<file path="config.mk">
export PLATFORM = sky130hd
export DESIGN_NAME = spi_sensor_poller
export DESIGN_NICKNAME = d
export VERILOG_FILES = /design/src/rtl/spi_sensor_pkg.sv /design/src/rtl/spi_xfer_ctrl.sv /design/src/rtl/spi_sensor_poller.sv
export SDC_FILE = /design/constraint.sdc
export NUM_CORES = 1
export LEC_CHECK = 0
export CAP_MARGIN = 10
export CORE_MARGIN = 8
export CORE_UTILIZATION = 45
export DETAILED_ROUTE_END_ITERATION = 12
export HOLD_SLACK_MARGIN = 0.1
export PLACE_DENSITY = 0.69
export SKIP_CTS_REPAIR_TIMING = 1
export SLEW_MARGIN = 15
export SYNTH_ARGS = -nofsm -noshare
export SYNTH_HDL_FRONTEND = slang
export SYNTH_SLANG_ARGS = --single-unit
</file>
<file path="constraint.sdc">
create_clock -name clk -period 5.5 [get_ports clk]
set_clock_uncertainty 0.1 [all_clocks]
set_input_delay 1.1 -clock clk [delete_from_list [all_inputs] [get_ports clk]]
set_output_delay 1.1 -clock clk [all_outputs]
set_load 0.05 [all_outputs]
</file>
<file path="src/rtl/spi_sensor_pkg.sv">
// Shared types and default register map for the SPI sensor poller.
package spi_sensor_pkg;

    localparam int unsigned NUM_BYTES  = 6;
    localparam int unsigned BYTE_IDX_W = 3;

    localparam logic [5:0] DEF_INIT_ADDR  = 6'h2D;
    localparam logic [7:0] DEF_INIT_DATA  = 8'h08;
    localparam logic [5:0] DEF_DATA_ADDR  = 6'h32;
    localparam logic [5:0] DEF_DEVID_ADDR = 6'h00;
    localparam logic [7:0] DEF_DEVID_VAL  = 8'hE5;

    typedef enum logic [2:0] {
        ST_WAIT_IDLE,
        ST_CHECK_ID,
        ST_INIT_WR,
        ST_PERIOD,
        ST_RD,
        ST_EMIT,
        ST_HALT
    } main_state_e;

    typedef enum logic [1:0] {
        XF_IDLE,
        XF_ISSUE,
        XF_DONE
    } xfer_state_e;

endpackage

</file>
<file path="src/rtl/spi_xfer_ctrl.sv">
// Single SPI transaction handshake: busy synchroniser, request/response phases, per-phase timeout.
module spi_xfer_ctrl
    import spi_sensor_pkg::*;
#(
    parameter int unsigned BUSY_TIMEOUT = 4096
) (
    input  logic       clk,
    input  logic       rst,
    input  logic       start,
    input  logic       req_rw,
    input  logic [5:0] req_addr,
    input  logic [7:0] req_wdata,
    input  logic [7:0] spi_rdata,
    input  logic       spi_busy,
    output logic       spi_en,
    output logic       spi_rw,
    output logic [5:0] spi_address,
    output logic [7:0] spi_wdata,
    output logic [7:0] rdata,
    output logic       done,
    output logic       timeout,
    output logic       busy
);

    localparam int unsigned TMO_W = (BUSY_TIMEOUT > 2) ? $clog2(BUSY_TIMEOUT) : 1;

    xfer_state_e      state_q, state_d;
    logic             en_q, en_d;
    logic             rw_q, rw_d;
    logic [5:0]       addr_q, addr_d;
    logic [7:0]       wdata_q, wdata_d;
    logic [7:0]       rdata_q, rdata_d;
    logic             done_q, done_d;
    logic             timeout_q, timeout_d;
    logic [TMO_W-1:0] tmo_q, tmo_d;
    logic             sync1_q, sync1_d;
    logic             sync2_q, sync2_d;
    logic             tmo_expired;

    assign tmo_expired = (tmo_q == TMO_W'(BUSY_TIMEOUT - 1));

    // Next-state logic for the handshake and the busy synchroniser.
    always_comb begin
        state_d   = state_q;
        en_d      = en_q;
        rw_d      = rw_q;
        addr_d    = addr_q;
        wdata_d   = wdata_q;
        rdata_d   = rdata_q;
        done_d    = 1'b0;
        timeout_d = 1'b0;
        tmo_d     = tmo_q;
        sync1_d   = spi_busy;
        sync2_d   = sync1_q;

        case (state_q)
            XF_IDLE: begin
                if (start) begin
                    rw_d    = req_rw;
                    addr_d  = req_addr;
                    wdata_d = req_wdata;
                    en_d    = 1'b1;
                    tmo_d   = '0;
                    state_d = XF_ISSUE;
                end
            end
            XF_ISSUE: begin
                if (sync2_q) begin
                    en_d    = 1'b0;
                    tmo_d   = '0;
                    state_d = XF_DONE;
                end else if (tmo_expired) begin
                    en_d      = 1'b0;
                    timeout_d = 1'b1;
                    state_d   = XF_IDLE;
                end else begin
                    tmo_d = tmo_q + TMO_W'(1);
                end
            end
            XF_DONE: begin
                if (!sync2_q) begin
                    if (rw_q) begin
                        rdata_d = spi_rdata;
                    end
                    done_d  = 1'b1;
                    state_d = XF_IDLE;
                end else if (tmo_expired) begin
                    timeout_d = 1'b1;
                    state_d   = XF_IDLE;
                end else begin
                    tmo_d = tmo_q + TMO_W'(1);
                end
            end
            default: begin
                en_d    = 1'b0;
                state_d = XF_IDLE;
            end
        endcase
    end

    // State register; synchroniser resets to "busy" so nothing issues before the real level is known.
    always_ff @(posedge clk or posedge rst) begin
        if (rst) begin
            state_q   <= XF_IDLE;
            en_q      <= 1'b0;
            rw_q      <= 1'b0;
            addr_q    <= '0;
            wdata_q   <= '0;
            rdata_q   <= '0;
            done_q    <= 1'b0;
            timeout_q <= 1'b0;
            tmo_q     <= '0;
            sync1_q   <= 1'b1;
            sync2_q   <= 1'b1;
        end else begin
            state_q   <= state_d;
            en_q      <= en_d;
            rw_q      <= rw_d;
            addr_q    <= addr_d;
            wdata_q   <= wdata_d;
            rdata_q   <= rdata_d;
            done_q    <= done_d;
            timeout_q <= timeout_d;
            tmo_q     <= tmo_d;
            sync1_q   <= sync1_d;
            sync2_q   <= sync2_d;
        end
    end

    assign spi_en      = en_q;
    assign spi_rw      = rw_q;
    assign spi_address = addr_q;
    assign spi_wdata   = wdata_q;
    assign rdata       = rdata_q;
    assign done        = done_q;
    assign timeout     = timeout_q;
    assign busy        = sync2_q;

endmodule

</file>
<file path="src/rtl/spi_sensor_poller.sv">
// SPI sensor poller: init write, periodic 6-byte burst read, X/Y/Z sample assembly.
// Optional build macro DEVID_CHECK_EN adds a device-ID read ahead of the init write.
module spi_sensor_poller
    import spi_sensor_pkg::*;
#(
    parameter int unsigned SAMPLE_PERIOD = 100000,
    parameter logic [5:0]  INIT_ADDR     = DEF_INIT_ADDR,
    parameter logic [7:0]  INIT_DATA     = DEF_INIT_DATA,
    parameter logic [5:0]  DATA_ADDR     = DEF_DATA_ADDR,
    parameter int unsigned BUSY_TIMEOUT  = 4096
`ifdef DEVID_CHECK_EN
    ,
    parameter logic [5:0]  DEVID_ADDR    = DEF_DEVID_ADDR,
    parameter logic [7:0]  DEVID_VAL     = DEF_DEVID_VAL
`endif
) (
    input  logic        clk,
    input  logic        rst,
    input  logic        enable,
    output logic        spi_en,
    output logic        spi_rw,
    output logic [5:0]  spi_address,
    output logic [7:0]  spi_wdata,
    input  logic [7:0]  spi_rdata,
    input  logic        spi_busy,
    output logic [15:0] sample_x,
    output logic [15:0] sample_y,
    output logic [15:0] sample_z,
    output logic        sample_valid,
    output logic        overrun,
    output logic        error
);

    localparam int unsigned CNT_W = (SAMPLE_PERIOD > 2) ? $clog2(SAMPLE_PERIOD) : 1;

    main_state_e                    state_q, state_d;
    logic [BYTE_IDX_W-1:0]          rd_idx_q, rd_idx_d;
    logic                           issued_q, issued_d;
    logic [CNT_W-1:0]               cnt_q, cnt_d;
    logic                           pending_q, pending_d;
    logic                           overrun_q, overrun_d;
    logic                           error_q, error_d;
    logic [NUM_BYTES-1:0][7:0]      bytes_q, bytes_d;
    logic [15:0]                    sample_x_q, sample_x_d;
    logic [15:0]                    sample_y_q, sample_y_d;
    logic [15:0]                    sample_z_q, sample_z_d;
    logic                           valid_q, valid_d;

    logic                           start_c;
    logic                           start_seq_c;
    logic                           req_rw_c;
    logic [5:0]                     req_addr_c;
    logic [7:0]                     req_wdata_c;
    logic                           tc_c;
    logic [7:0]                     x_rdata;
    logic                           x_done;
    logic                           x_timeout;
    logic                           x_busy;

    assign tc_c = (cnt_q == CNT_W'(SAMPLE_PERIOD - 1));

    spi_xfer_ctrl #(
        .BUSY_TIMEOUT (BUSY_TIMEOUT)
    ) u_xfer (
        .clk         (clk),
        .rst         (rst),
        .start       (start_c),
        .req_rw      (req_rw_c),
        .req_addr    (req_addr_c),
        .req_wdata   (req_wdata_c),
        .spi_rdata   (spi_rdata),
        .spi_busy    (spi_busy),
        .spi_en      (spi_en),
        .spi_rw      (spi_rw),
        .spi_address (spi_address),
        .spi_wdata   (spi_wdata),
        .rdata       (x_rdata),
        .done        (x_done),
        .timeout     (x_timeout),
        .busy        (x_busy)
    );

    // Main sequencer, period counter and sample assembly.
    always_comb begin
        state_d     = state_q;
        rd_idx_d    = rd_idx_q;
        issued_d    = issued_q;
        cnt_d       = cnt_q;
        pending_d   = pending_q;
        overrun_d   = overrun_q;
        error_d     = error_q;
        bytes_d     = bytes_q;
        sample_x_d  = sample_x_q;
        sample_y_d  = sample_y_q;
        sample_z_d  = sample_z_q;
        valid_d     = 1'b0;
        start_c     = 1'b0;
        start_seq_c = 1'b0;
        req_rw_c    = 1'b1;
        req_addr_c  = DATA_ADDR + 6'(rd_idx_q);
        req_wdata_c = 8'h00;

        case (state_q)
            ST_WAIT_IDLE: begin
                if (!x_busy) begin
`ifdef DEVID_CHECK_EN
                    state_d = ST_CHECK_ID;
`else
                    state_d = ST_INIT_WR;
`endif
                end
            end
`ifdef DEVID_CHECK_EN
            ST_CHECK_ID: begin
                req_addr_c = DEVID_ADDR;
                start_c    = !issued_q;
                issued_d   = 1'b1;
                if (x_timeout) begin
                    issued_d = 1'b0;
                    error_d  = 1'b1;
                    state_d  = ST_HALT;
                end else if (x_done) begin
                    issued_d = 1'b0;
                    if (x_rdata == DEVID_VAL) begin
                        state_d = ST_INIT_WR;
                    end else begin
                        error_d = 1'b1;
                        state_d = ST_HALT;
                    end
                end
            end
`endif
            ST_INIT_WR: begin
                req_rw_c    = 1'b0;
                req_addr_c  = INIT_ADDR;
                req_wdata_c = INIT_DATA;
                start_c     = !issued_q;
                issued_d    = 1'b1;
                if (x_timeout) begin
                    issued_d = 1'b0;
                    error_d  = 1'b1;
                    state_d  = ST_HALT;
                end else if (x_done) begin
                    issued_d = 1'b0;
                    state_d  = ST_PERIOD;
                end
            end
            ST_PERIOD: begin
                if (tc_c && enable) begin
                    rd_idx_d    = '0;
                    start_seq_c = 1'b1;
                    state_d     = ST_RD;
                end
            end
            ST_RD: begin
                start_c  = !issued_q;
                issued_d = 1'b1;
                // Next start is already due: remember it so EMIT chains straight into it.
                if (tc_c) begin
                    overrun_d = 1'b1;
                    pending_d = 1'b1;
                end
                if (x_timeout) begin
                    issued_d = 1'b0;
                    error_d  = 1'b1;
                    state_d  = ST_HALT;
                end else if (x_done) begin
                    issued_d          = 1'b0;
                    bytes_d[rd_idx_q] = x_rdata;
                    if (rd_idx_q == BYTE_IDX_W'(NUM_BYTES - 1)) begin
                        state_d = ST_EMIT;
                    end else begin
                        rd_idx_d = rd_idx_q + BYTE_IDX_W'(1);
                    end
                end
            end
            ST_EMIT: begin
                sample_x_d = {bytes_q[1], bytes_q[0]};
                sample_y_d = {bytes_q[3], bytes_q[2]};
                sample_z_d = {bytes_q[5], bytes_q[4]};
                valid_d    = 1'b1;
                pending_d  = 1'b0;
                if ((pending_q || tc_c) && enable) begin
                    rd_idx_d    = '0;
                    start_seq_c = 1'b1;
                    state_d     = ST_RD;
                end else begin
                    state_d = ST_PERIOD;
                end
            end
            ST_HALT: begin
            end
            default: begin
                state_d = ST_HALT;
            end
        endcase

        // Period counter restarts at every sequence start and wraps free otherwise.
        if (state_q inside {ST_PERIOD, ST_RD, ST_EMIT}) begin
            cnt_d = (start_seq_c || tc_c) ? '0 : cnt_q + CNT_W'(1);
        end
    end

    // State and output registers.
    always_ff @(posedge clk or posedge rst) begin
        if (rst) begin
            state_q    <= ST_WAIT_IDLE;
            rd_idx_q   <= '0;
            issued_q   <= 1'b0;
            cnt_q      <= '0;
            pending_q  <= 1'b0;
            overrun_q  <= 1'b0;
            error_q    <= 1'b0;
            bytes_q    <= '0;
            sample_x_q <= '0;
            sample_y_q <= '0;
            sample_z_q <= '0;
            valid_q    <= 1'b0;
        end else begin
            state_q    <= state_d;
            rd_idx_q   <= rd_idx_d;
            issued_q   <= issued_d;
            cnt_q      <= cnt_d;
            pending_q  <= pending_d;
            overrun_q  <= overrun_d;
            error_q    <= error_d;
            bytes_q    <= bytes_d;
            sample_x_q <= sample_x_d;
            sample_y_q <= sample_y_d;
            sample_z_q <= sample_z_d;
            valid_q    <= valid_d;
        end
    end

    assign sample_x     = sample_x_q;
    assign sample_y     = sample_y_q;
    assign sample_z     = sample_z_q;
    assign sample_valid = valid_q;
    assign overrun      = overrun_q;
    assign error        = error_q;

endmodule
</file>
# Word-level counts from Yosys, hierarchy flattened
# Index checks and enable logic that the tools add are counted.
[op_classes] n_addsub=4 order_cmp=2 n_eq_ne=23 muxes=51 bitwise=4 n_reduce_logical=22
[op_table] operator="48-bit bitwise mux" n=1
[op_table] operator="12-bit two-way mux" n=4
[op_table] operator="3-bit two-way mux" n=13
[op_table] operator="12-bit one-hot mux with 3 select lines" n=1
[op_table] operator="8-bit demux with 3-bit select" n=1
[op_table] operator="3-bit one-hot mux with 6 select lines" n=1
[op_table] operator="17-bit by 1-bit adder with 17-bit output (second input constant)" n=1
[op_table] operator="17-bit equality test (second input constant)" n=1
[op_table] operator="17-bit two-way mux" n=1
[op_table] operator="1-bit two-way mux" n=16
[op_table] operator="2-bit != test (second input constant)" n=7
[op_table] operator="12-bit by 1-bit adder with 12-bit output (second input constant)" n=1
[op_table] operator="12-bit equality test (second input constant)" n=1
[op_table] operator="3-bit equality test (second input constant)" n=4
[op_table] operator="3-bit AND reduction" n=4
[op_table] operator="6-bit AND reduction" n=2
[op_table] operator="3-bit by 1-bit != test with 1-bit output (second input constant)" n=3
[op_table] operator="3-bit one-hot mux with 3 select lines" n=1
[op_table] operator="2-bit two-way mux" n=4
[op_table] operator="8-bit two-way mux" n=1
[op_table] operator="2-bit AND reduction" n=4
[op_table] operator="5-bit by 4-bit adder with 6-bit output (first input constant)" n=1
[op_table] operator="3-bit by 2-bit equality test with 1-bit output (second input constant)" n=2
[op_table] operator="6-bit two-way mux" n=1
[op_table] operator="other kinds (20)" n=30
[word_totals] register_bits=166 out_inout_bits=67

# Depth between registers and ports, before layout
[depth] ltp_word=7 ltp_mapped=8 depth_no_buf=7

# Cells and area by module
# A second synthesis with hierarchy kept.
[unflattened] hier_cells=546 hier_area_um2=7141.8
[modules_own_cells] mod="spi_sensor_poller" instances=1 cells_each=386 area_each_um2=5232.5 seq_area_each_um2=3103.0
[modules_own_cells] mod="spi_xfer_ctrl" instances=1 cells_each=160 area_each_um2=1909.3 seq_area_each_um2=1053.5

# Worst setup path after synthesis
# No wires, ideal clock.
[synth_timing] kind="register to output" from="register u_xfer.addr_q[4] (netlist: u_xfer.spi_address[4])" to="output port spi_address[4]" arrival_ns=0.921 required_ns=4.300 slack_ns=3.379 path_stages_with_launch=2 cell_sequence="dfrtp_1 buf_4"
[synth_rtl] item="from (decl)" line_no="spi_xfer_ctrl.sv:30" text="logic [5:0] addr_q, addr_d;"
[synth_rtl] item="from (signal assigned)" line_no="spi_xfer_ctrl.sv:119" text="addr_q <= addr_d;"
[synth_rtl] item="to (decl)" line_no="spi_sensor_poller.sv:22" text="output logic [5:0] spi_address,"
# No word-level cell between the ends.

==> flow_metrics.tcl <==
set metrics [dict create \
    synth.distinct_cells 56 \
    pre_cts_ws_ns 2.669 \
    drv_slew 0 \
    hold_path.class "reg2reg" \
    clk_latency_ns 0.42 \
    grt_antenna_before_repair 0 \
    power_frac_comb_pct 2.0 \
    syn_inst 633 \
    synthSimpleGateAreaFrac_pct 17.67 \
    max_freq_ghz 0.3467 \
    port_buffers 71 \
    detail_route.wl_per_cell_um 16.19 \
    p_leak_nw 3.943 \
    cp-start-kind "flop" \
    yosys-mux-area-fraction_pct 9.901 \
    drc 0 \
    crit_arrival_ns 1.68 \
    ys.flop_type "dfrtp_1" \
    cts_tree "done" \
    grt_pass1_wl_mm 24.88 \
    clk_pin_slew_ns 0.06 \
    synthToLayoutAreaGrowth_pct 20.57 \
    p_sw_uw 500.4 \
    pwr-share-clk_pct 47.1 \
    core_mm2 0.01498 \
    nets 731 \
    ant_nets 0 \
    detail_route.wirelength_mm 14.67 \
    slowest_stage "clkdlybuf4s50_1" \
    grt_max_degree 97 \
    fp.dieW_um 139.0 \
    synth-compound-area-share_pct 7.348 \
    grt_pass1_vias 4876 \
    viasPerCell 5.286 \
    tns_ns 0 \
    maxSlewHeadroom_pct 44.46 \
    first_pass_iters 4 \
    place_area_mm2 0.007674 \
    root_buffer "clkbuf_16" \
    drv_cap 0 \
    start_util_pct 45.48 \
    critPathMaxFanout 4 \
    fillers 1284 \
    diodes 0 \
    synth-xor-area-share_pct 2.057 \
    path_cells "clkdlybuf4s50_1" \
    reg2reg_slack_ns 3.21 \
    grt_use_total_pct 15.91 \
    vias 4789 \
    setup.worst_path.end_class "output port" \
    cts_buffer_depth 2 \
    overflow 0 \
    ir_drop_v 0.0002071 \
    regArea_mm2 0.003956 \
    min_period_ns 2.885 \
    finalInstanceArea_mm2 0.008213 \
    first_iter_violations 340 \
    p_sw_share_pct 21.68 \
    crit_buf_inv 1 \
    drive_gt1_share_pct 14.35 \
    fp.dieH_um 139.0 \
    cp.required_ns 4.30 \
    rsz0062_at_grt "false" \
    ctsHtreeMaxLevel 4 \
    syn-mean-instance-area_um2 10.76 \
    hold_violations 0 \
    seqPwrFrac_pct 50.9 \
    cpPeakStageDelay_ns 0.84 \
    worst-slew-pin-transition_ns 0.8331 \
    rows 45 \
    ys_seq_area_share_pct 58.08 \
    min_period_over_period_pct 52.45 \
    clock-sinks 158 \
    setup_ws_ns 2.615 \
    synth-adder-area-share_pct 2.204 \
    multiInputGateArea_mm2 0.002695 \
    worstSetupPathType "reg2out" \
    yosysWarnings 0 \
    gp_congestion 0.8184 \
    status "complete, no violations" \
    synthesis.area_mm2 0.006812 \
    path_delay_family "buffers and inverters" \
    p_int_mw 1.808 \
    cts_made_buffers 17 \
    synth-seq-cells 158 \
    synth-async-reset-ratio_pct 100.0 \
    hpwlAfterDp_mm 10.01 \
    setup_viol 0 \
    synth_edf_count 0 \
    synth_top_family_by_area "simple AND/OR/NAND/NOR gates" \
    power_density_mw_per_mm2 281.0 \
    die_area_mm2 0.01933 \
    top_level_ports 79 \
]
-- layer usage --
metal  vias up  wire [um]  GRT usage (%)
li1       2285          -              -
met1      2385       6729          19.86
met2       103       7036          25.63
met3        16        668          4.578
met4         0        235          6.239
met5         -          0              0
-- flip-flops by register name (all words and copies together) (netlist names), 3 cells and up --
name and flops:
sample_z 16, cnt_q 17, bytes_q 48, rd_idx_q 3
u_xfer.rdata 8, u_xfer.spi_address 6, state_q 3, sample_x 16
u_xfer.tmo_q 12, sample_y 16
-- Yosys cell counts, drive strengths merged, types with 2 or more instances --
cell type,n,area [um2]
mux2,59,664.4
o21ai,28,140.1
a31oi,3,33.78
nor2,35,138.9
dfstp,2,52.55
xor2,7,61.31
a41oi,4,35.03
nand2,178,668.1
inv,10,37.54
o22ai,2,12.51
clkbuf,12,45.04
nand3b,2,15.01
o31ai,7,52.55
and4,3,26.28
nor2b,5,31.28
nor3,6,41.29
nand4,12,75.07
nor4,2,27.53
a31o,2,17.52
a21o,4,31.28
xnor2,9,78.83
and3,9,57.56
buf,14,96.34
dfrtp,156,3904
nand2b,2,12.51
a21boi,3,22.52
nand3,9,45.04
a21oi,19,95.09
ha,12,150.1
-- power groups by stage --
stage          logic (mW)  registers [mW]  clock network [mW]
5_1_grt            0.0520            1.18                1.16
3_3_place_gp       0.0466            1.20                   0
4_1_cts            0.0475            1.18                1.11
2_1_floorplan      0.0340            1.19                   0
6_report           0.0456            1.18                1.09
3_5_place_dp       0.0474            1.20                   0
-- cells by family after synthesis --
family | after synthesis
AOI/OAI and AO/OA | 79
xor gates and xnor gates | 16
adders and majority gates | 12
buffers and inverters | 37
DFF | 158
muxes | 60
other | 1
and+or+nand+nor | 270
-- worst paths after layout --
check	end	cells after the start	start
hold / removal	u_xfer.busy	0	u_xfer.sync1_q
setup / recovery	spi_rw	1	u_xfer.spi_address[4]
setup reg to reg	cnt_q[9]	5	cnt_q[6]
min in group asynchronous	sample_x[11]	2	rst
max in group asynchronous	u_xfer.rdata[5]	3	rst
hold reg to reg	u_xfer.busy	0	u_xfer.sync1_q
-- layout make-up --
type	instances	area share, %
clock inverter	9	1.082
tap	188	2.864
clock buffer	21	5.484
timing repair buffer	75	9.019
inverter	11	0.5637
multi-input combinational	444	32.82
sequential	158	48.17
-- stage by stage --
stage | util [%] | hold slack (ns) | cells | total power, mW
final | 54.84 | 0.2554 | 906 | 2.308
after global routing | 54.84 | 0.2609 | 906 | 2.383
after CTS | 54.84 | 0.2575 | 906 | 2.328
after detailed placement | 51.24 | 0.2489 | 876 | 1.244
after global placement | 51.24 | 0.2471 | 876 | 1.243
after floorplan | - | 0.2452 | 639 | 1.226
-- placed cells by master, fill, tap and decap left out, types with 2 or more instances in the layout --
cell / n
nand2_1: 178
dfrtp_1: 156
clkdlybuf4s50_1: 71
mux2_2: 58
nor2_1: 34
o21ai_0: 28
a21oi_1: 19
clkbuf_16: 17
nand4_1: 12
ha_1: 12
xnor2_1: 9
nand3_1: 9
inv_1: 9
and3_1: 8
xor2_1: 7
o31ai_1: 7
conb_1: 7
nor2b_1: 5
nor3_1: 5
a41oi_1: 4
buf_4: 4
and4_1: 3
a21o_1: 3
a21boi_0: 3
inv_6: 3
clkinvlp_4: 3
clkbuf_1: 3
a31o_2: 2
nand3b_1: 2
nand2b_1: 2
a31oi_1: 2
o22ai_1: 2
clkinv_2: 2
dfstp_2: 2
(Power assumes the default switching activity.)
